[src/rtl/regs_wb_ctrl_if.sv]
// Write-back controller bus: EX results, long-latency issue/result handshake,
// register-file write port and the busy scoreboard.
interface regs_wb_ctrl_if #(
    parameter int XLEN = 32
);
    logic            ex_valid_i;
    logic [4:0]      ex_waddr_i;
    logic [XLEN-1:0] ex_wdata_i;
    logic            lsu_issue_i;
    logic [4:0]      lsu_issue_rd_i;
    logic            lsu_valid_i;
    logic [4:0]      lsu_waddr_i;
    logic [XLEN-1:0] lsu_wdata_i;
    logic            lsu_ready_o;
    logic [4:0]      reg_waddr_o;
    logic [XLEN-1:0] reg_wdata_o;
    logic            reg_wen_o;
    logic [31:0]     busy_o;

    // Pipeline side: produces results and issues long-latency ops.
    modport master (
        output ex_valid_i, ex_waddr_i, ex_wdata_i,
        output lsu_issue_i, lsu_issue_rd_i,
        output lsu_valid_i, lsu_waddr_i, lsu_wdata_i,
        input  lsu_ready_o, reg_waddr_o, reg_wdata_o, reg_wen_o, busy_o
    );

    // Controller side.
    modport slave (
        input  ex_valid_i, ex_waddr_i, ex_wdata_i,
        input  lsu_issue_i, lsu_issue_rd_i,
        input  lsu_valid_i, lsu_waddr_i, lsu_wdata_i,
        output lsu_ready_o, reg_waddr_o, reg_wdata_o, reg_wen_o, busy_o
    );
endinterface

[src/rtl/regs_wb_ctrl.sv]
// Write-back controller: arbitrates the single register-file write port between
// EX results (highest priority) and late results buffered in a small FIFO,
// and keeps a busy scoreboard of in-flight long-latency destinations.
module regs_wb_ctrl #(
    parameter int XLEN       = 32,
    parameter int FIFO_DEPTH = 4
) (
    input logic           clk,
    input logic           rst,
    regs_wb_ctrl_if.slave bus
);
    localparam int PTR_W = $clog2(FIFO_DEPTH);
    localparam int CNT_W = PTR_W + 1;
    localparam logic [CNT_W-1:0] DEPTH_C = CNT_W'(FIFO_DEPTH);

    logic [XLEN-1:0]  fifo_data [FIFO_DEPTH];
    logic [4:0]       fifo_addr [FIFO_DEPTH];
    logic [PTR_W-1:0] rd_ptr;
    logic [PTR_W-1:0] wr_ptr;
    logic [CNT_W-1:0] count;

    logic             fifo_empty;
    logic             xfer;
    logic             sel_ex;
    logic             sel_pop;
    logic             sel_byp;
    logic             sel_any;
    logic             push;
    logic             pop;
    logic [4:0]       sel_waddr;
    logic [XLEN-1:0]  sel_wdata;

    logic [31:0]      busy_q;
    logic [31:0]      busy_set;
    logic [31:0]      busy_clr;
    logic [31:0]      busy_next;

    logic [4:0]       reg_waddr_q;
    logic [XLEN-1:0]  reg_wdata_q;
    logic             reg_wen_q;

    assign fifo_empty      = (count == '0);
    assign bus.lsu_ready_o = !rst && (count < DEPTH_C);
    assign xfer            = bus.lsu_valid_i && bus.lsu_ready_o;

    // Pick the write-port source: EX first, then the FIFO head, then a bypassed late result.
    always_comb begin
        sel_ex    = bus.ex_valid_i;
        sel_pop   = !bus.ex_valid_i && !fifo_empty;
        sel_byp   = !bus.ex_valid_i && fifo_empty && xfer;
        sel_any   = sel_ex || sel_pop || sel_byp;
        sel_waddr = '0;
        sel_wdata = '0;
        if (sel_ex) begin
            sel_waddr = bus.ex_waddr_i;
            sel_wdata = bus.ex_wdata_i;
        end else if (sel_pop) begin
            sel_waddr = fifo_addr[rd_ptr];
            sel_wdata = fifo_data[rd_ptr];
        end else if (sel_byp) begin
            sel_waddr = bus.lsu_waddr_i;
            sel_wdata = bus.lsu_wdata_i;
        end
        push = xfer && !sel_byp;
        pop  = sel_pop;
    end

    // Scoreboard update: a late result retiring clears its bit, a new issue sets it (set wins).
    always_comb begin
        busy_set = '0;
        busy_clr = '0;
        if (bus.lsu_issue_i && (bus.lsu_issue_rd_i != 5'd0)) begin
            busy_set = 32'd1 << bus.lsu_issue_rd_i;
        end
        if (sel_pop || sel_byp) begin
            busy_clr = 32'd1 << sel_waddr;
        end
        busy_next = ((busy_q & ~busy_clr) | busy_set) & ~32'd1;
    end

    // FIFO storage; contents need no reset because count gates every read.
    always_ff @(posedge clk) begin
        if (push && !rst) begin
            fifo_data[wr_ptr] <= bus.lsu_wdata_i;
            fifo_addr[wr_ptr] <= bus.lsu_waddr_i;
        end
    end

    // Pointers, occupancy, scoreboard and the registered write port.
    always_ff @(posedge clk) begin
        if (rst) begin
            rd_ptr      <= '0;
            wr_ptr      <= '0;
            count       <= '0;
            busy_q      <= '0;
            reg_waddr_q <= '0;
            reg_wdata_q <= '0;
            reg_wen_q   <= 1'b0;
        end else begin
            if (push) begin
                wr_ptr <= wr_ptr + PTR_W'(1);
            end
            if (pop) begin
                rd_ptr <= rd_ptr + PTR_W'(1);
            end
            case ({push, pop})
                2'b10:   count <= count + CNT_W'(1);
                2'b01:   count <= count - CNT_W'(1);
                default: count <= count;
            endcase
            busy_q      <= busy_next;
            reg_waddr_q <= sel_waddr;
            reg_wdata_q <= sel_wdata;
            reg_wen_q   <= sel_any && (sel_waddr != 5'd0);
        end
    end

    assign bus.reg_waddr_o = reg_waddr_q;
    assign bus.reg_wdata_o = reg_wdata_q;
    assign bus.reg_wen_o   = reg_wen_q;
    assign bus.busy_o      = busy_q;
endmodule

[src/flat_wrapper.sv]
// flat-port wrapper written by rule: the top's interface ports become plain ports
module regs_wb_ctrl_flat 
#(
    parameter int XLEN       = 32,
    parameter int FIFO_DEPTH = 4
)
  (clk, rst, bus_ex_valid_i, bus_ex_waddr_i, bus_ex_wdata_i, bus_lsu_issue_i, bus_lsu_issue_rd_i, bus_lsu_valid_i, bus_lsu_waddr_i, bus_lsu_wdata_i, bus_lsu_ready_o, bus_reg_waddr_o, bus_reg_wdata_o, bus_reg_wen_o, bus_busy_o);
  regs_wb_ctrl_if #(.XLEN(XLEN)) bus_i ();
  input logic clk;
  input logic rst;
  input wire logic [$bits(bus_i.ex_valid_i)-1:0] bus_ex_valid_i;
  input wire logic [$bits(bus_i.ex_waddr_i)-1:0] bus_ex_waddr_i;
  input wire logic [$bits(bus_i.ex_wdata_i)-1:0] bus_ex_wdata_i;
  input wire logic [$bits(bus_i.lsu_issue_i)-1:0] bus_lsu_issue_i;
  input wire logic [$bits(bus_i.lsu_issue_rd_i)-1:0] bus_lsu_issue_rd_i;
  input wire logic [$bits(bus_i.lsu_valid_i)-1:0] bus_lsu_valid_i;
  input wire logic [$bits(bus_i.lsu_waddr_i)-1:0] bus_lsu_waddr_i;
  input wire logic [$bits(bus_i.lsu_wdata_i)-1:0] bus_lsu_wdata_i;
  output wire logic [$bits(bus_i.lsu_ready_o)-1:0] bus_lsu_ready_o;
  output wire logic [$bits(bus_i.reg_waddr_o)-1:0] bus_reg_waddr_o;
  output wire logic [$bits(bus_i.reg_wdata_o)-1:0] bus_reg_wdata_o;
  output wire logic [$bits(bus_i.reg_wen_o)-1:0] bus_reg_wen_o;
  output wire logic [$bits(bus_i.busy_o)-1:0] bus_busy_o;
  assign bus_i.ex_valid_i = bus_ex_valid_i;
  assign bus_i.ex_waddr_i = bus_ex_waddr_i;
  assign bus_i.ex_wdata_i = bus_ex_wdata_i;
  assign bus_i.lsu_issue_i = bus_lsu_issue_i;
  assign bus_i.lsu_issue_rd_i = bus_lsu_issue_rd_i;
  assign bus_i.lsu_valid_i = bus_lsu_valid_i;
  assign bus_i.lsu_waddr_i = bus_lsu_waddr_i;
  assign bus_i.lsu_wdata_i = bus_lsu_wdata_i;
  assign bus_lsu_ready_o = bus_i.lsu_ready_o;
  assign bus_reg_waddr_o = bus_i.reg_waddr_o;
  assign bus_reg_wdata_o = bus_i.reg_wdata_o;
  assign bus_reg_wen_o = bus_i.reg_wen_o;
  assign bus_busy_o = bus_i.busy_o;
  regs_wb_ctrl #(.XLEN(XLEN), .FIFO_DEPTH(FIFO_DEPTH)) u_core (.clk(clk), .rst(rst), .bus(bus_i));
endmodule
[config.mk]
export PLATFORM = sky130hd
export DESIGN_NAME = regs_wb_ctrl_flat
export DESIGN_NICKNAME = d
export VERILOG_FILES = /design/src/rtl/regs_wb_ctrl_if.sv /design/src/rtl/regs_wb_ctrl.sv /design/src/flat_wrapper.sv
export SDC_FILE = /design/constraint.sdc
export NUM_CORES = 1
export LEC_CHECK = 0
export CAP_MARGIN = 15
export CORE_MARGIN = 2
export CORE_UTILIZATION = 59
export CTS_BUF_LIST = sky130_fd_sc_hd__clkbuf_2 sky130_fd_sc_hd__clkbuf_4 sky130_fd_sc_hd__clkbuf_8
export DETAILED_ROUTE_END_ITERATION = 10
export GPL_TIMING_DRIVEN = 0
export HOLD_SLACK_MARGIN = 0.15
export PLACE_DENSITY_LB_ADDON = 0.1
export SLEW_MARGIN = 20
export SYNTH_ARGS = -nofsm -noshare
export SYNTH_HDL_FRONTEND = slang
export SYNTH_SLANG_ARGS = --single-unit
[constraint.sdc]
create_clock -name clk -period 6.3 [get_ports clk]
set_input_delay 0.63 -clock clk [delete_from_list [all_inputs] [get_ports clk]]
set_output_delay 0.63 -clock clk [all_outputs]
set_load 0.005 [all_outputs]
==> flow_summary_export.csv <==
group,metric,value,unit
run_status,status,"complete, no violations",
timing,hold_violations,0,
logic_synthesis,synthCells,586,
hold_path,worstHoldEndpoint,"u_core.bus.busy_o[11]",
setup_path,path_buf_inv,4,
timing,tns,0,ps
logic_synthesis,syn_area_per_cell,15.0,um2
floorplanning,initial_utilization,60.5,%
pwr,ir_drop,0.262,mV
global_routing,use_met3,4.46,%
logic_synthesis,synth-main-ff-cell,"edfxtp_1",
timing,tightestPinTransition,904,ps
setup_path,crit_chain,"clkbuf_1 > clkbuf_1 > buf_1 > nor2_1 > clkdlybuf4s50_1",
hold_path,worstHoldStart,"u_core.bus.busy_o[11]",
finish,final_layout_size_suffix_gt1_share,15.9,%
logic_synthesis,syn_nets,676,
placement,preCtsSetupSlack,3070,ps
pwr,power.leakage,3.68,nW
clock_network,cts_sinks,226,
setup_path,worst-r2r-cell-count,10,
logic_synthesis,synth_cell_types,45,
pwr,power_density,327,nW/um2
clock_network,cts-htree-levels,2,
global_routing,antenna_found_initial,0,
logic_synthesis,ys_warn_count,0,
timing,drv_slew,0,
setup_path,r2r_slack,3260,ps
clock_network,clk_pin_slew,60,ps
global_routing,use_met2,46.2,%
floorplanning,std_cell_rows,44,
setup_path,slowest_stage,"clkbuf_1",
detailed_routing,vias,5986,
clock_network,clock_path_buffers,3,
setup_path,cp_data_arrival_time,2420,ps
timing,setup_slack,3250,ps
global_routing,grt_usage,26.3,%
setup_path,r2r_start,"u_core.count[2]",
logic_synthesis,synth_enable_flop_cells,148,
placement,placed_cell_area,10600,um2
clock_network,insertion_delay,530,ps
global_routing,first_global_vias,6081,
finish,final_common_cell,"clkdlybuf4s50_1",
floorplanning,die_y,126,um
clock_network,postCtsSetupRepairBufs,0,
timing,skew,17.9,ps
logic_synthesis,async_flop_share,0,%
clock_network,cts_resized,0,
placement,dp_hpwl,14500,um
setup_path,worstPathRequired,5670,ps
global_routing,grt_start_max_net_pins,24,
global_routing,grt-ovfl-total,0,
finish,final_cell_mix,"149 x clkdlybuf4s50_1, 148 x edfxtp_1, 96 x nor2_1",
hold_path,hold_path.class,"register to register",
timing,rsz0062_at_grt,"false",
hold_path,worstHoldPathCells,2,
floorplanning,die_area,15900,um2
timing,clock.fmax,327,MHz
detailed_routing,drtIter0Drc,625,
pwr,total_power,0.00370,W
clock_network,cts_tree,"yes",
setup_path,path_common_cell,"clkbuf_1",
global_routing,grt_pass1_wl,32300,um
logic_synthesis,netlist_area,8790,um2
placement,port_buffers,149,
timing,setup_viol,0,
setup_path,end_kind,"output port",
finish,final_nets,868,
placement,gp_congestion,0.860,
detailed_routing,drc,0,
detailed_routing,vias_per_cell,6.05,
detailed_routing,first_pass_iters,8,
logic_synthesis,ys_seq_area_share,68.3,%
floorplanning,fp.dieW,126,um
setup_path,worstSetupPathType,"input port to output port",
timing,min_period,3050,ps
clock_network,cts_made_buffers,37,
setup_path,r2r_end,"u_core.count[2]",
global_routing,use_met1,33.0,%
setup_path,cpPeakStageDelay,530,ps
run,cap_violations,0,
timing,min_period_over_period,48.5,%
global_routing,top_usage_layer,"met2",
setup_path,cp_top_family,"buffers and inverters",
finish,fin_area,11300,um2
detailed_routing,wl_per_cell,21.2,um
clock_network,cts_root_buf,"clkbuf_8",
setup_path,worstPathMaxFanout,10,
timing,relSlewSlack,39.7,%
setup_path,cp-start-kind,"input port",
detailed_routing,ant_nets,0,
logic_synthesis,synth.ff_latch_count,226,
floorplanning,io_pins,155,
finish,diodes,0,
detailed_routing,drt-total-wl,21000,um
finish,area_growth,28.8,%
floorplanning,core,14500,um2
clock_network,hold_buffers,0,
kinds of logic after synthesis:
family / Yosys count / share of synthesized area [%]
compound gates: 90 / 8.88
xor+xnor: 5 / 0.498
fa+ha+maj: 6 / 0.939
buf+inv: 48 / 2.33
flops: 226 / 68.3
mux: 38 / 9.59
other cells: 1 / 0.0426
simple gates: 172 / 9.43
layer usage:
metal	routed length, um	up-vias	share of wire, %
met5	0	-	0
met4	586	0	2.8
met3	1550	45	7.4
met2	10700	321	51
met1	8140	2927	39
li1	-	2693	-
registers in the layout, summed over array words and instances (netlist names), named ones only:
register                flops
u_core.fifo_data          128
u_core.bus.busy_o          31
u_core.fifo_addr           20
u_core.bus.reg_wen_o        1
u_core.wr_ptr               2
u_core.count                3
u_core.rd_ptr               2
u_core.bus.reg_waddr_o      5
u_core.bus.reg_wdata_o     32
synthesized netlist by cell type, types with 5 or more instances:
| cell type | instances | area share [%] |
|---|---|---|
| a211oi_1 | 29 | 2.5 |
| a21oi_1 | 11 | 0.63 |
| a222oi_1 | 30 | 3.4 |
| and2_1 | 8 | 0.57 |
| buf_2 | 7 | 0.40 |
| clkbuf_1 | 26 | 1.1 |
| dfxtp_1 | 78 | 18 |
| edfxtp_1 | 148 | 51 |
| ha_1 | 5 | 0.71 |
| inv_1 | 7 | 0.30 |
| mux4_2 | 37 | 9.5 |
| nand2_1 | 7 | 0.30 |
| nor2_1 | 96 | 4.1 |
| nor3_1 | 30 | 1.7 |
| nor3_2 | 7 | 0.80 |
area by class of cell:
| class | count | area, um2 |
|---|---|---|
| plain buffers | 41 | 179 |
| repair buffers | 153 | 1570 |
| clock inverters | 14 | 93.8 |
| well taps | 184 | 230 |
| fillers | 876 | 3200 |
| inverters | 7 | 26.3 |
| clock buffers | 52 | 634 |
| flip-flops and latches | 226 | 6010 |
| multi-input cells | 312 | 2590 |
tightest hold or removal path: stages, from the launching register on:
cell	delay, ps
dfxtp_1	310
nor2_1	90
a211oi_1	50
metrics by stage:
step,utilization [%],std cells,hold WS (ps)
global placement,72.4,919,488
detailed placement,72.9,923,493
finish,78.0,989,499
floorplan,-,586,485
CTS,78.0,989,500
global route,78.0,989,530
power breakdown:
| group | switching, W | internal [W] |
|---|---|---|
| registers | 0.0000317 | 0.00166 |
| clock network | 0.000556 | 0.000694 |
| logic | 0.000390 | 0.000365 |
worst max-delay path by stage:
stage	from	to	slack [ps]	cells past startpoint
2_1_floorplan	rst	u_core.fifo_addr[0][0]	3440	5
5_1_grt	u_core.count[2]	u_core.count[2]	3100	10
3_3_place_gp	bus_lsu_valid_i	u_core.fifo_data[0][1]	2370	5
3_5_place_dp	bus_ex_valid_i	u_core.count[2]	3070	10
4_1_cts	rst	bus_lsu_ready_o	3230	5
6_report	rst	bus_lsu_ready_o	3250	5
Note: power is estimated with default switching activity, not from simulation.
